==> config.mk <==
export PLATFORM = sky130hd
export DESIGN_NAME = uart_tx_cfg
export DESIGN_NICKNAME = d
export VERILOG_FILES = /design/src/rtl/uart_pkg.sv /design/src/rtl/uart_parity_gen.sv /design/src/rtl/uart_tx_cfg.sv
export SDC_FILE = /design/constraint.sdc
export NUM_CORES = 1
export LEC_CHECK = 0
export ABC_AREA = 1
export BUFFER_PORTS_ARGS = -buffer_cell sky130_fd_sc_hd__buf_4
export CORE_MARGIN = 2
export CORE_UTILIZATION = 62
export DETAILED_ROUTE_END_ITERATION = 7
export PLACE_DENSITY_LB_ADDON = 0.1
export SLEW_MARGIN = 20
export SYNTH_ARGS = -nofsm -noshare
export SYNTH_HDL_FRONTEND = slang
export SYNTH_SLANG_ARGS = --single-unit
export TNS_END_PERCENT = 20
==> constraint.sdc <==
create_clock -name clk -period 4.23 [get_ports clk]
set_input_delay 0.2115 -clock clk [delete_from_list [all_inputs] [get_ports clk]]
set_output_delay 0.2115 -clock clk [all_outputs]
set_load 0.03 [all_outputs]
==> src/rtl/uart_pkg.sv <==
// Shared types and constants for the configurable UART path.
// Used by the transmitter today and the receiver later.
package uart_pkg;

    localparam int   MIN_DATA_BITS = 5;
    localparam logic IDLE_LEVEL    = 1'b1;

    typedef enum logic [1:0] {
        NONE = 2'b00,
        EVEN = 2'b01,
        ODD  = 2'b10,
        MARK = 2'b11
    } parity_t;

    typedef enum logic [2:0] {
        IDLE,
        START,
        DATA,
        PARITY,
        STOP,
        BREAK
    } tx_state_t;

endpackage

==> src/rtl/uart_parity_gen.sv <==
// Combinational parity over the low len bits of a data word.
// Shared between the transmitter and the receiver.
module uart_parity_gen
    import uart_pkg::*;
#(
    parameter int MAX_DATA_BITS = 9,
    parameter int LEN_W         = 4
) (
    input  logic [MAX_DATA_BITS-1:0] data,
    input  logic [LEN_W-1:0]         len,
    input  parity_t                  mode,
    output logic                     enable,
    output logic                     parity_bit
);

    logic x;

    always_comb begin
        x = 1'b0;
        for (int i = 0; i < MAX_DATA_BITS; i++) begin
            if (LEN_W'(i) < len) begin
                x = x ^ data[i];
            end
        end
    end

    always_comb begin
        enable     = (mode != NONE);
        parity_bit = 1'b0;
        unique case (mode)
            NONE: parity_bit = 1'b0;
            EVEN: parity_bit = x;
            ODD:  parity_bit = ~x;
            MARK: parity_bit = 1'b1;
        endcase
    end

endmodule

==> src/rtl/uart_tx_cfg.sv <==
// Runtime-configurable UART transmitter with a one-entry holding
// register so frames can run back-to-back.
module uart_tx_cfg
    import uart_pkg::*;
#(
    parameter int MAX_DATA_BITS = 9,
    parameter int LEN_W         = 4
) (
    input  logic                     clk,
    input  logic                     rst_n,
    input  logic                     baud_tick,
    input  logic [MAX_DATA_BITS-1:0] tx_data,
    input  logic                     tx_valid,
    output logic                     tx_ready,
    input  logic [LEN_W-1:0]         cfg_data_len,
    input  logic [1:0]               cfg_parity,
    input  logic                     cfg_stop2,
    input  logic                     tx_break,
    output logic                     tx_busy,
    output logic                     frame_done,
    output logic                     tx_out
);

    logic                     hold_valid;
    logic [MAX_DATA_BITS-1:0] hold_data;
    logic [LEN_W-1:0]         hold_len;
    parity_t                  hold_par;
    logic                     hold_stop2;

    logic [MAX_DATA_BITS-1:0] shift;
    logic [LEN_W-1:0]         cur_len;
    logic                     cur_par_en;
    logic                     cur_par_bit;
    logic                     cur_stop2;
    logic                     brk_stop;

    logic [LEN_W-1:0]         bit_cnt;
    logic                     stop_cnt;
    tx_state_t                state;

    logic [LEN_W-1:0]         len_clamped;
    logic                     par_en;
    logic                     par_bit;

    assign tx_ready = ~hold_valid;

    always_comb begin
        len_clamped = cfg_data_len;
        if (cfg_data_len < LEN_W'(MIN_DATA_BITS)) begin
            len_clamped = LEN_W'(MIN_DATA_BITS);
        end else if (cfg_data_len > LEN_W'(MAX_DATA_BITS)) begin
            len_clamped = LEN_W'(MAX_DATA_BITS);
        end
    end

    // Parity is resolved from the held frame and frozen at load.
    uart_parity_gen #(
        .MAX_DATA_BITS(MAX_DATA_BITS),
        .LEN_W        (LEN_W)
    ) u_parity (
        .data      (hold_data),
        .len       (hold_len),
        .mode      (hold_par),
        .enable    (par_en),
        .parity_bit(par_bit)
    );

    always_ff @(posedge clk or negedge rst_n) begin
        if (!rst_n) begin
            hold_valid  <= 1'b0;
            hold_data   <= '0;
            hold_len    <= '0;
            hold_par    <= NONE;
            hold_stop2  <= 1'b0;
            shift       <= '0;
            cur_len     <= '0;
            cur_par_en  <= 1'b0;
            cur_par_bit <= 1'b0;
            cur_stop2   <= 1'b0;
            brk_stop    <= 1'b0;
            bit_cnt     <= '0;
            stop_cnt    <= 1'b0;
            state       <= IDLE;
            tx_out      <= IDLE_LEVEL;
            tx_busy     <= 1'b0;
            frame_done  <= 1'b0;
        end else begin
            frame_done <= 1'b0;
            if (tx_valid && !hold_valid) begin
                hold_valid <= 1'b1;
                hold_data  <= tx_data;
                hold_len   <= len_clamped;
                hold_par   <= parity_t'(cfg_parity);
                hold_stop2 <= cfg_stop2;
            end
            if (baud_tick) begin
                unique case (state)
                    IDLE: begin
                        if (tx_break) begin
                            state   <= BREAK;
                            tx_out  <= 1'b0;
                            tx_busy <= 1'b1;
                        end else if (hold_valid) begin
                            state       <= START;
                            tx_out      <= 1'b0;
                            tx_busy     <= 1'b1;
                            shift       <= hold_data;
                            cur_len     <= hold_len;
                            cur_par_en  <= par_en;
                            cur_par_bit <= par_bit;
                            cur_stop2   <= hold_stop2;
                            brk_stop    <= 1'b0;
                            hold_valid  <= 1'b0;
                        end else begin
                            tx_out  <= IDLE_LEVEL;
                            tx_busy <= 1'b0;
                        end
                    end
                    START: begin
                        state   <= DATA;
                        tx_out  <= shift[0];
                        bit_cnt <= '0;
                    end
                    DATA: begin
                        if (bit_cnt == cur_len - LEN_W'(1)) begin
                            if (cur_par_en) begin
                                state  <= PARITY;
                                tx_out <= cur_par_bit;
                            end else begin
                                state    <= STOP;
                                tx_out   <= 1'b1;
                                stop_cnt <= 1'b0;
                            end
                        end else begin
                            tx_out  <= shift[1];
                            shift   <= shift >> 1;
                            bit_cnt <= bit_cnt + LEN_W'(1);
                        end
                    end
                    PARITY: begin
                        state    <= STOP;
                        tx_out   <= 1'b1;
                        stop_cnt <= 1'b0;
                    end
                    STOP: begin
                        if (cur_stop2 && !stop_cnt) begin
                            stop_cnt <= 1'b1;
                        end else begin
                            // Frame ends; the idle decision is taken on this tick.
                            frame_done <= ~brk_stop;
                            if (tx_break) begin
                                state   <= BREAK;
                                tx_out  <= 1'b0;
                                tx_busy <= 1'b1;
                            end else if (hold_valid) begin
                                state       <= START;
                                tx_out      <= 1'b0;
                                tx_busy     <= 1'b1;
                                shift       <= hold_data;
                                cur_len     <= hold_len;
                                cur_par_en  <= par_en;
                                cur_par_bit <= par_bit;
                                cur_stop2   <= hold_stop2;
                                brk_stop    <= 1'b0;
                                hold_valid  <= 1'b0;
                            end else begin
                                state   <= IDLE;
                                tx_out  <= IDLE_LEVEL;
                                tx_busy <= 1'b0;
                            end
                        end
                    end
                    BREAK: begin
                        if (!tx_break) begin
                            state     <= STOP;
                            tx_out    <= 1'b1;
                            stop_cnt  <= 1'b0;
                            cur_stop2 <= 1'b1;
                            brk_stop  <= 1'b1;
                        end
                    end
                    default: begin
                        state   <= IDLE;
                        tx_out  <= IDLE_LEVEL;
                        tx_busy <= 1'b0;
                    end
                endcase
            end
        end
    end

endmodule

==> results of run 1 <==
==> state kept, by name, summed over array words and instances (netlist names), 2 cells and up <==
register,count
shift,9
hold_len,4
cur_len,4
state,3
hold_par,2
bit_cnt,4
hold_data,9
==> power groups by stage <==
stage                     Combinational, uW  Sequential, uW  Clock (uW)
final                                   980             773         256
after global routing                   1140             797         282
after CTS                               985             773         261
after detailed placement                979             780           0
after global placement                  949             775           0
after floorplan                         815             743           0
==> area by class of cell <==
cell class,instances,area [sq um]
Fill cell,323,1161
Multi-Input combinational cell,224,1147
Sequential cell,45,1127
Timing Repair Buffer,26,197.7
Inverter,43,163.9
Clock buffer,6,72.57
Tap cell,50,62.56
Clock inverter,2,10.01
==> placed cells by master (no fill, tap or decap), drive strengths merged, types with 2 or more instances in the layout <==
cell    synthesis  routed
o31ai           2       2
o21ai          34      34
ha              2       2
clkbuf          3       6
inv            43      43
nand2         103     103
o211ai          6       6
buf             5      25
nor2           28      28
a21oi           7       7
xor2            3       3
dfrtp          44      44
nand3          23      23
nor3            4       4
xnor2           3       3
clkinv          0       2
a31oi           2       2
==> worst paths after layout <==
| check | to | slack, ns | cells past startpoint |
|---|---|---|---|
| max | shift[0] | 2.06 | 8 |
| min | hold_data[1] | 0.11 | 3 |
| max reg2reg | shift[0] | 2.06 | 8 |
| min reg2reg | frame_done | 0.45 | 1 |
| max in group asynchronous | hold_par[1] | 3.40 | 2 |
| min in group asynchronous | cur_len[2] | 0.44 | 2 |
==> routing by layer <==
metal / track usage [%] / wire (um) / vias up / part of all wire, %
li1: - / - / 1073 / -
met1: 35.22 / 2216 / 971 / 45
met2: 43.56 / 2457 / 52 / 49
met3: 5.500 / 232 / 6 / 4.7
met4: 7.398 / 69 / 0 / 1.4
met5: 0 / 0 / - / 0
==> what timing repair did <==
action | 4_1_cts | 5_1_grt
hold buffers | 1 | 0
endpoints found under the hold margin | 44 | 0
setup buffers | 0 | 0
==> metrics by stage <==
step | instances | instance area (sq um) | setup WS [ns] | utilization (%) | hold slack (ns)
floorplan | 320 | 2495 | 2.508 | - | -0.08409
global placement | 387 | 2689 | 2.168 | 68.20 | 0.2370
detailed placement | 387 | 2689 | 2.103 | 68.20 | 0.2440
CTS | 396 | 2781 | 2.082 | 70.55 | 0.1023
global route | 396 | 2781 | 1.863 | 70.55 | 0.1108
finish | 396 | 2781 | 2.064 | 70.55 | 0.1114
==> logic make-up after synthesis <==
group	share of synthesized area [%]
AO/OA/AOI/OAI	15.10
XOR/XNOR	2.107
adder cells (fa/ha/maj)	1.003
buffers and inverters	8.826
flip-flops	45.19
AND/OR/NAND/NOR	27.78
==> worst max-delay path, cell delays in order, from the launching register on <==
cell and delay, ns:
dfrtp_1 0.48, nor2_2 0.18, nand2_2 0.14, inv_1 0.50, nand3_1 0.29, nand2_4 0.14, inv_4 0.10, nor2_1 0.19
a31oi_4 0.04
==> impl_results.md, run 1 <==
* Status: completed
* Crit path kind: flip-flop to flip-flop
* Final setup TNS at 0 ns
* Clock share of power at 12.7%
* Ys Warns at 0
* Clock sink count at between 40 and 50
* Clk buf depth at 2
* DP Wirelength at roughly 3800 um
* Top FF cell, synth: dfrtp_1
* Largest net degree at the start of global routing at between 40 and 50
* Drt via density at about 5.3
* HP Start: tx_data[1]
* Worst vdd ir at between 300 and 400 uV
* Die W at just under 70 um
* Routability Congestion at roughly 0.86
* Core area at between 3000 and 4000 sq um
* DRT iter0 DRCs at roughly 170
* Initial antenna violation count at 0
* Arr. time, crit path at approximately 2.3 ns
* Switching power total at slightly above 900 uW
* Synth area leader: dfrtp_1
* Final WL at ~5000 um
* RSZ-0062 raised after global routing: no
* Critical path origin: state[2]
* Vias in the first global route at approximately 1900
* Max Freq at 0.4618 GHz
* R2r startpoint: state[2]
* Share of layout cells above drive strength 1 at between 10% and 20%
* First-pass GRT wire length at 8818 um
* Layout area overhead at 11.48%
* Number of synthesized flops with an enable pin at 0
* Worst-path clk slew at 0.08 ns
* CP max FO at 20
* Leak Pwr at about 0.0014 uW
* DR WL/cell at roughly 13 um
* Post-synthesis cell count at 320
* Worst EP required at about 4.4 ns
* Comb pwr share at approximately 49%
* FP Rows at 23
* CTS-repair resized insts at 0
* Num CTS Buffers at 5
* Nets at about 370
* Syn_area_per_cell at around 7.8 sq um
* Vias at 2102
* Die area at 4547 sq um
* Seq pwr share at about two fifths
* PD cells at about 720 nW/um^2
* Gr usage total at between 20% and 30%
* Final Hold Fails at 0
* Die Ht at just under 70 um
* H-tree depth at 2
* Int Power at about 1100 uW
* ANT cells at 0
* Unique masters post-synth at 38
* Sw frac at between 40% and 50%
* Minimum clock period at approximately 2.2 ns
* Worst-Margin Slew at slightly above 0.6 ns
* Total power at around 2000 uW
* Clock skew at about 0.0045 ns
* Post-route ant nets at 0
* Commonest cells in the netlist: nand2_1 (99), dfrtp_1 (44), inv_1 (41), nor2_1 (26), o21ai_0 (25)
* Detailed Routing Iterations Pass 1 at 4
* Crit. End Element: flip-flop
* Drc violations at 0
* IO Port Bufs at 24
* Relative slew margins at between 50% and 60%
* Share of Yosys cell area claimed by the top area cell type at around 44%
* Worst skew pair latency at 0.29 ns
* Initial Util at between 60% and 70%
* Crit path launch type: flip-flop
* Synth async-reset ratio at 100.0%
* CTS tree: built
* Final setup vio count at 0
* Synth top area cells: dfrtp_1 (44%), nand2_1 (15%), inv_1 (6.2%)
* Top-count cell post-synth: nand2_1
* Root Buffer: clkbuf_8
* Post-synthesis sequential area ratio at approximately 45%
* Post-Syn Area at between 2000 and 2500 sq um
* Ports at 25
* Final cycle utilization of the critical path at between 50% and 60%
* MaxCap Viol Count at 0
* Syn Nets at around 340
* Gr ovfl total at 0
* FF+latch count, synth at 45
* Slew Limit Fails at 0
* Hold Path Class: input pin to flip-flop
Note: power is estimated with default switching activity, not from simulation.
==> inputs of run 2 (changes only) <==
Settings changed: CORE_UTILIZATION 62 to 59.
Clock period 4.23 ns to 2.15 ns, I/O delays scaled along.
==> impl_results.md, run 2 (synthesized netlist as in run 1, its figures left out) <==
* H-tree depth at 2
* Core area at roughly 4000 sq um
* Relative slew margins at 62.97%
* ANT cells at 0
* MaxCap Viol Count at 0
* Detailed Routing Iterations Pass 1 at 5
* Drt via density at ~5.2
* Hold Path Class: input pin to flip-flop
* CTS-repair resized insts at 0
* Final setup TNS at 0 ns
* Gr ovfl total at 0
* Clock skew at just over 0.007 ns
* Nets at 370
* Gr usage total at a little under a quarter
* Commonest cells after routing, fill and taps aside: nand2_1 (99), dfrtp_1 (44), inv_1 (41)
* Worst skew pair latency at 0.30 ns
* Post-route ant nets at 0
* Die W at just under 70 um
* Layout area overhead at 12.19%
* Num CTS Buffers at 5
* Vias in the first global route at about 1900
* PD cells at approximately 1400 nW/um^2
* Final Hold Fails at 0
* Crit path kind: flip-flop to flip-flop
* Worst-path clk slew at 0.08 ns
* Worst-Margin Slew at approximately 0.56 ns
* Crit. End Element: flip-flop
* Fill count at 350
* Worst path slowest cell: dfrtp_1
* Worst vdd ir at between 600 and 700 uV
* Max Freq at between 0.5 and 0.6 GHz
* Final setup vio count at 0
* Clock sink count at 45
* Root Buffer: clkbuf_8
* Clk buf depth at 2
* Initial Util at about three fifths
* Share of layout cells above drive strength 1 at between 10% and 20%
* Initial antenna violation count at 0
* Die area at approximately 4800 sq um
* Status: completed
* Slew Limit Fails at 0
* IO Port Bufs at 24
* Crit path largest cell delay at between 0.3 and 0.4 ns
* Leak Pwr at between 0.001 and 0.0015 uW
* Arr. time, crit path at roughly 2.1 ns
* Drc violations at 0
* Total power at just under 4000 uW
* Delay-heaviest family, CP: simple AND/OR/NAND/NOR gates
* CP max FO at 15
* FP Rows at 23
* DR WL/cell at roughly 12 um
* Final WL at 4786 um
* Minimum clock period at roughly 1.9 ns
* Register Area at roughly 1100 sq um
* Largest net degree at the start of global routing at 46
* Ports at 25
* DRT iter0 DRCs at 190
* Most used cell, CP: nor2_1
* Final cycle utilization of the critical path at approximately 88%
* CP cell instances: inv_1, ha_1, xor2_1, o21ai_0, nor2_1, nand3_1, nand2_4, inv_4, nor2_1, a31oi_4
* CTS tree: built
* Routability Congestion at ~0.84
* DP Wirelength at between 3000 and 4000 um
* Buf+Inv Stages, Crit Path at 2
* First-pass GRT wire length at 8880 um
* Vias at 2076
* RSZ-0062 raised after global routing: no
* Registers with the most flip-flops: hold_data x9, shift x9
* Multi-input logic area at about 1100 sq um
* Die Ht at between 60 and 70 um
* Most common cell after layout, fill and taps aside: nand2_1
* Worst EP required at ~2.3 ns
* Crit path launch type: flip-flop
[run 2: worst min-delay path: cells and delay by family]
kind	cells	cell delay [ns]
AND/OR/NAND/NOR	2	0.09
buffers and inverters	1	0.07
[run 2: path summary, 6_finish.rpt]
path,startpoint,cells past startpoint,to,slack [ns]
setup reg to reg,cur_len[0],10,shift[0],0.26
setup / recovery,cur_len[0],10,shift[0],0.26
min in group asynchronous,rst_n,2,bit_cnt[1],0.34
hold / removal,tx_data[7],3,hold_data[7],0.007
max in group asynchronous,rst_n,2,shift[6],1.43
hold reg to reg,brk_stop,1,frame_done,0.45
[run 2: layout make-up]
cell class | count | area share (%)
sequential | 45 | 40.28
multi-input combinational | 224 | 40.99
timing repair buffer | 28 | 7.689
clock buffer | 6 | 2.593
clock inverter | 2 | 0.3576
tap | 50 | 2.235
inverter | 43 | 5.856
[run 2: power breakdown]
group | internal, uW | switching, uW
clock | 226 | 283
sequential | 1210 | 305
combinational | 720 | 1200
[run 2: repair_timing]
item	4_1_cts	5_1_grt
hold buffers	2	0
buffers inserted	0	0
hold endpoints to repair	45	0
[run 2: metrics by stage]
step	std cells	utilization, %	hold slack [ns]	area [sq um]	worst slack, ns
after floorplan	320	-	-0.1881	2495	0.4279
after global placement	388	66.93	0.1399	2696	0.3341
after detailed placement	388	66.93	0.1403	2696	0.2857
after CTS	398	69.47	0.0006760	2799	0.2707
after global routing	398	69.47	0.02185	2799	0.1422
final	398	69.47	0.007104	2799	0.2569
[run 2: per-layer routing]
layer | global-route usage (%) | routed length, um
met2 | 35.36 | 2180
met1 | 32.60 | 2287
met5 | 0 | 0
met4 | 8.279 | 117
met3 | 3.947 | 200
==> inputs of run 3 (changes only) <==
Settings changed: CORE_UTILIZATION 59 to 50.
==> impl_results.md, run 3 (synthesized netlist as in run 1, its figures left out) <==
* Status: completed
* Critical path origin: cur_len[0]
* Die Ht at 74.64 um
* CP max FO at 15
* Final setup TNS at 0 ns
* Worst vdd ir at approximately 670 uV
* Flop-to-flop setup slack at 0.25 ns
* Comb pwr share at between 40% and 50%
* Crit. End Element: flip-flop
* Worst skew pair latency at 0.30 ns
* Multi-input logic area at between 1000 and 1500 sq um
* Worst Hold End: hold_data[7]
* Core area at 4755 sq um
* Most common cell after layout, fill and taps aside: nand2_1
* Seq pwr share at a little under two fifths
* Crit path launch type: flip-flop
* Registers with the most flip-flops: hold_data x9, shift x9
* Gr ovfl total at 0
* CTS-repair resized insts at 0
* Int Power at between 2000 and 2500 uW
* Worst-path clk slew at ~0.090 ns
* Clock share of power at between 15 and 20%
* Register Area at between 1000 and 1500 sq um
* MaxCap Viol Count at 0
* Ports at 25
* Routability Congestion at approximately 0.85
* R2r startpoint: cur_len[0]
* DP Wirelength at between 3000 and 4000 um
* FP Rows at 25
* Minimum clock period at ~1.9 ns
* Die W at between 70 and 80 um
* Drc violations at 0
* Vias in the first global route at 2008
* Final Hold Fails at 0
* Clk buf depth at 2
* DRT iter0 DRCs at 96
* PD cells at 1430 nW/um^2
* Final WL at approximately 5100 um
* Sw frac at about 44%
* Worst EP required at between 2 and 2.5 ns
* Commonest cells after routing, fill and taps aside: nand2_1 (99), dfrtp_1 (44), inv_1 (41)
* CTS tree: built
* RSZ-0062 raised after global routing: no
* Switching power total at ~1800 uW
* DR WL/cell at around 12 um
* ANT cells at 0
* Die area at ~5600 sq um
* Hold Path Class: input pin to flip-flop
* Arr. time, crit path at around 2.1 ns
* Clock sink count at 45
* Largest net degree at the start of global routing at 46
* Initial Util at a little over half
* Fill count at about 470
* Vias at between 2000 and 2500
* Gr usage total at 21.19%
* First-pass GRT wire length at 8990 um
* Relative slew margins at between 60 and 70%
* Num CTS Buffers at 5
* Initial antenna violation count at 0
* R2R cell count at 10
* Root Buffer: clkbuf_8
* IO Port Bufs at 24
* Clock skew at between 0.01 and 0.015 ns
* Max Freq at about 0.53 GHz
* Worst r2r dst: shift[0]
* Detailed Routing Iterations Pass 1 at 4
* Worst-Margin Slew at around 0.56 ns
* Share of layout cells above drive strength 1 at 16.00%
* Crit path kind: flip-flop to flip-flop
* Slew Limit Fails at 0
* Leak Pwr at 0.001450 uW
* Final setup vio count at 0
* Layout Utilization at 60.26%
* HP Start: tx_data[7]
* Post-route ant nets at 0
* Drt via density at between 4 and 5
* Hold Path Depth at 3
* Final cycle utilization of the critical path at 88.55%
* Nets at around 370
* H-tree depth at 2
* Layout area overhead at 14.84%
-- run 3: final cells by class --
| cell class | instances | area share [%] |
|---|---|---|
| clock buffers | 6 | 2.533 |
| clock inverters | 2 | 1.223 |
| inverters | 43 | 5.721 |
| multi-input cells | 224 | 40.04 |
| flip-flops and latches | 45 | 39.34 |
| well taps | 67 | 2.926 |
| repair buffers | 30 | 8.210 |
-- run 3: worst max-delay path by stage --
stage,end,depth (start not counted)
2_1_floorplan,shift[7],11
3_3_place_gp,shift[0],10
6_report,shift[0],10
5_1_grt,bit_cnt[3],8
3_5_place_dp,shift[0],10
4_1_cts,shift[0],10
-- run 3: power by group through the flow --
stage | sequential, uW | clock, uW | combinational (uW)
6_report | 1520 | 626 | 1950
5_1_grt | 1560 | 685 | 2260
4_1_cts | 1510 | 655 | 1980
3_5_place_dp | 1530 | 0 | 1950
3_3_place_gp | 1520 | 0 | 1910
2_1_floorplan | 1460 | 0 | 1600
-- run 3: critical path, cell delays in order, from the launching register on --
cell	delay, ns
dfrtp_1	0.40
inv_1	0.07
ha_1	0.30
xor2_1	0.15
o21ai_0	0.09
nor2_1	0.15
nand3_1	0.18
nand2_4	0.13
inv_4	0.09
nor2_1	0.18
a31oi_4	0.04
-- run 3: repair_timing --
| action | 4_1_cts | 5_1_grt |
|---|---|---|
| buffers inserted | 0 | 0 |
| hold endpoints to repair | 47 | 0 |
| hold buffers | 4 | 0 |
-- run 3: through the flow --
step                      instance area, sq um  cells  setup WS, ns  total power, uW  hold WS [ns]
after floorplan                           2495    320        0.4279             3066       -0.1881
after global placement                    2718    405        0.3490             3424        0.1420
after detailed placement                  2718    405        0.2527             3477        0.1399
after CTS                                 2865    417        0.2303             4144      0.001552
after global routing                      2865    417       0.08332             4507       0.01560
final                                     2865    417        0.2461             4097       0.01029
-- run 3: per-layer routing --
metal  part of all wire [%]  GRT usage (%)
met4                    1.3          5.952
met2                     49          36.48
met3                    3.2          4.150
met5                      0              0
met1                     47          27.32
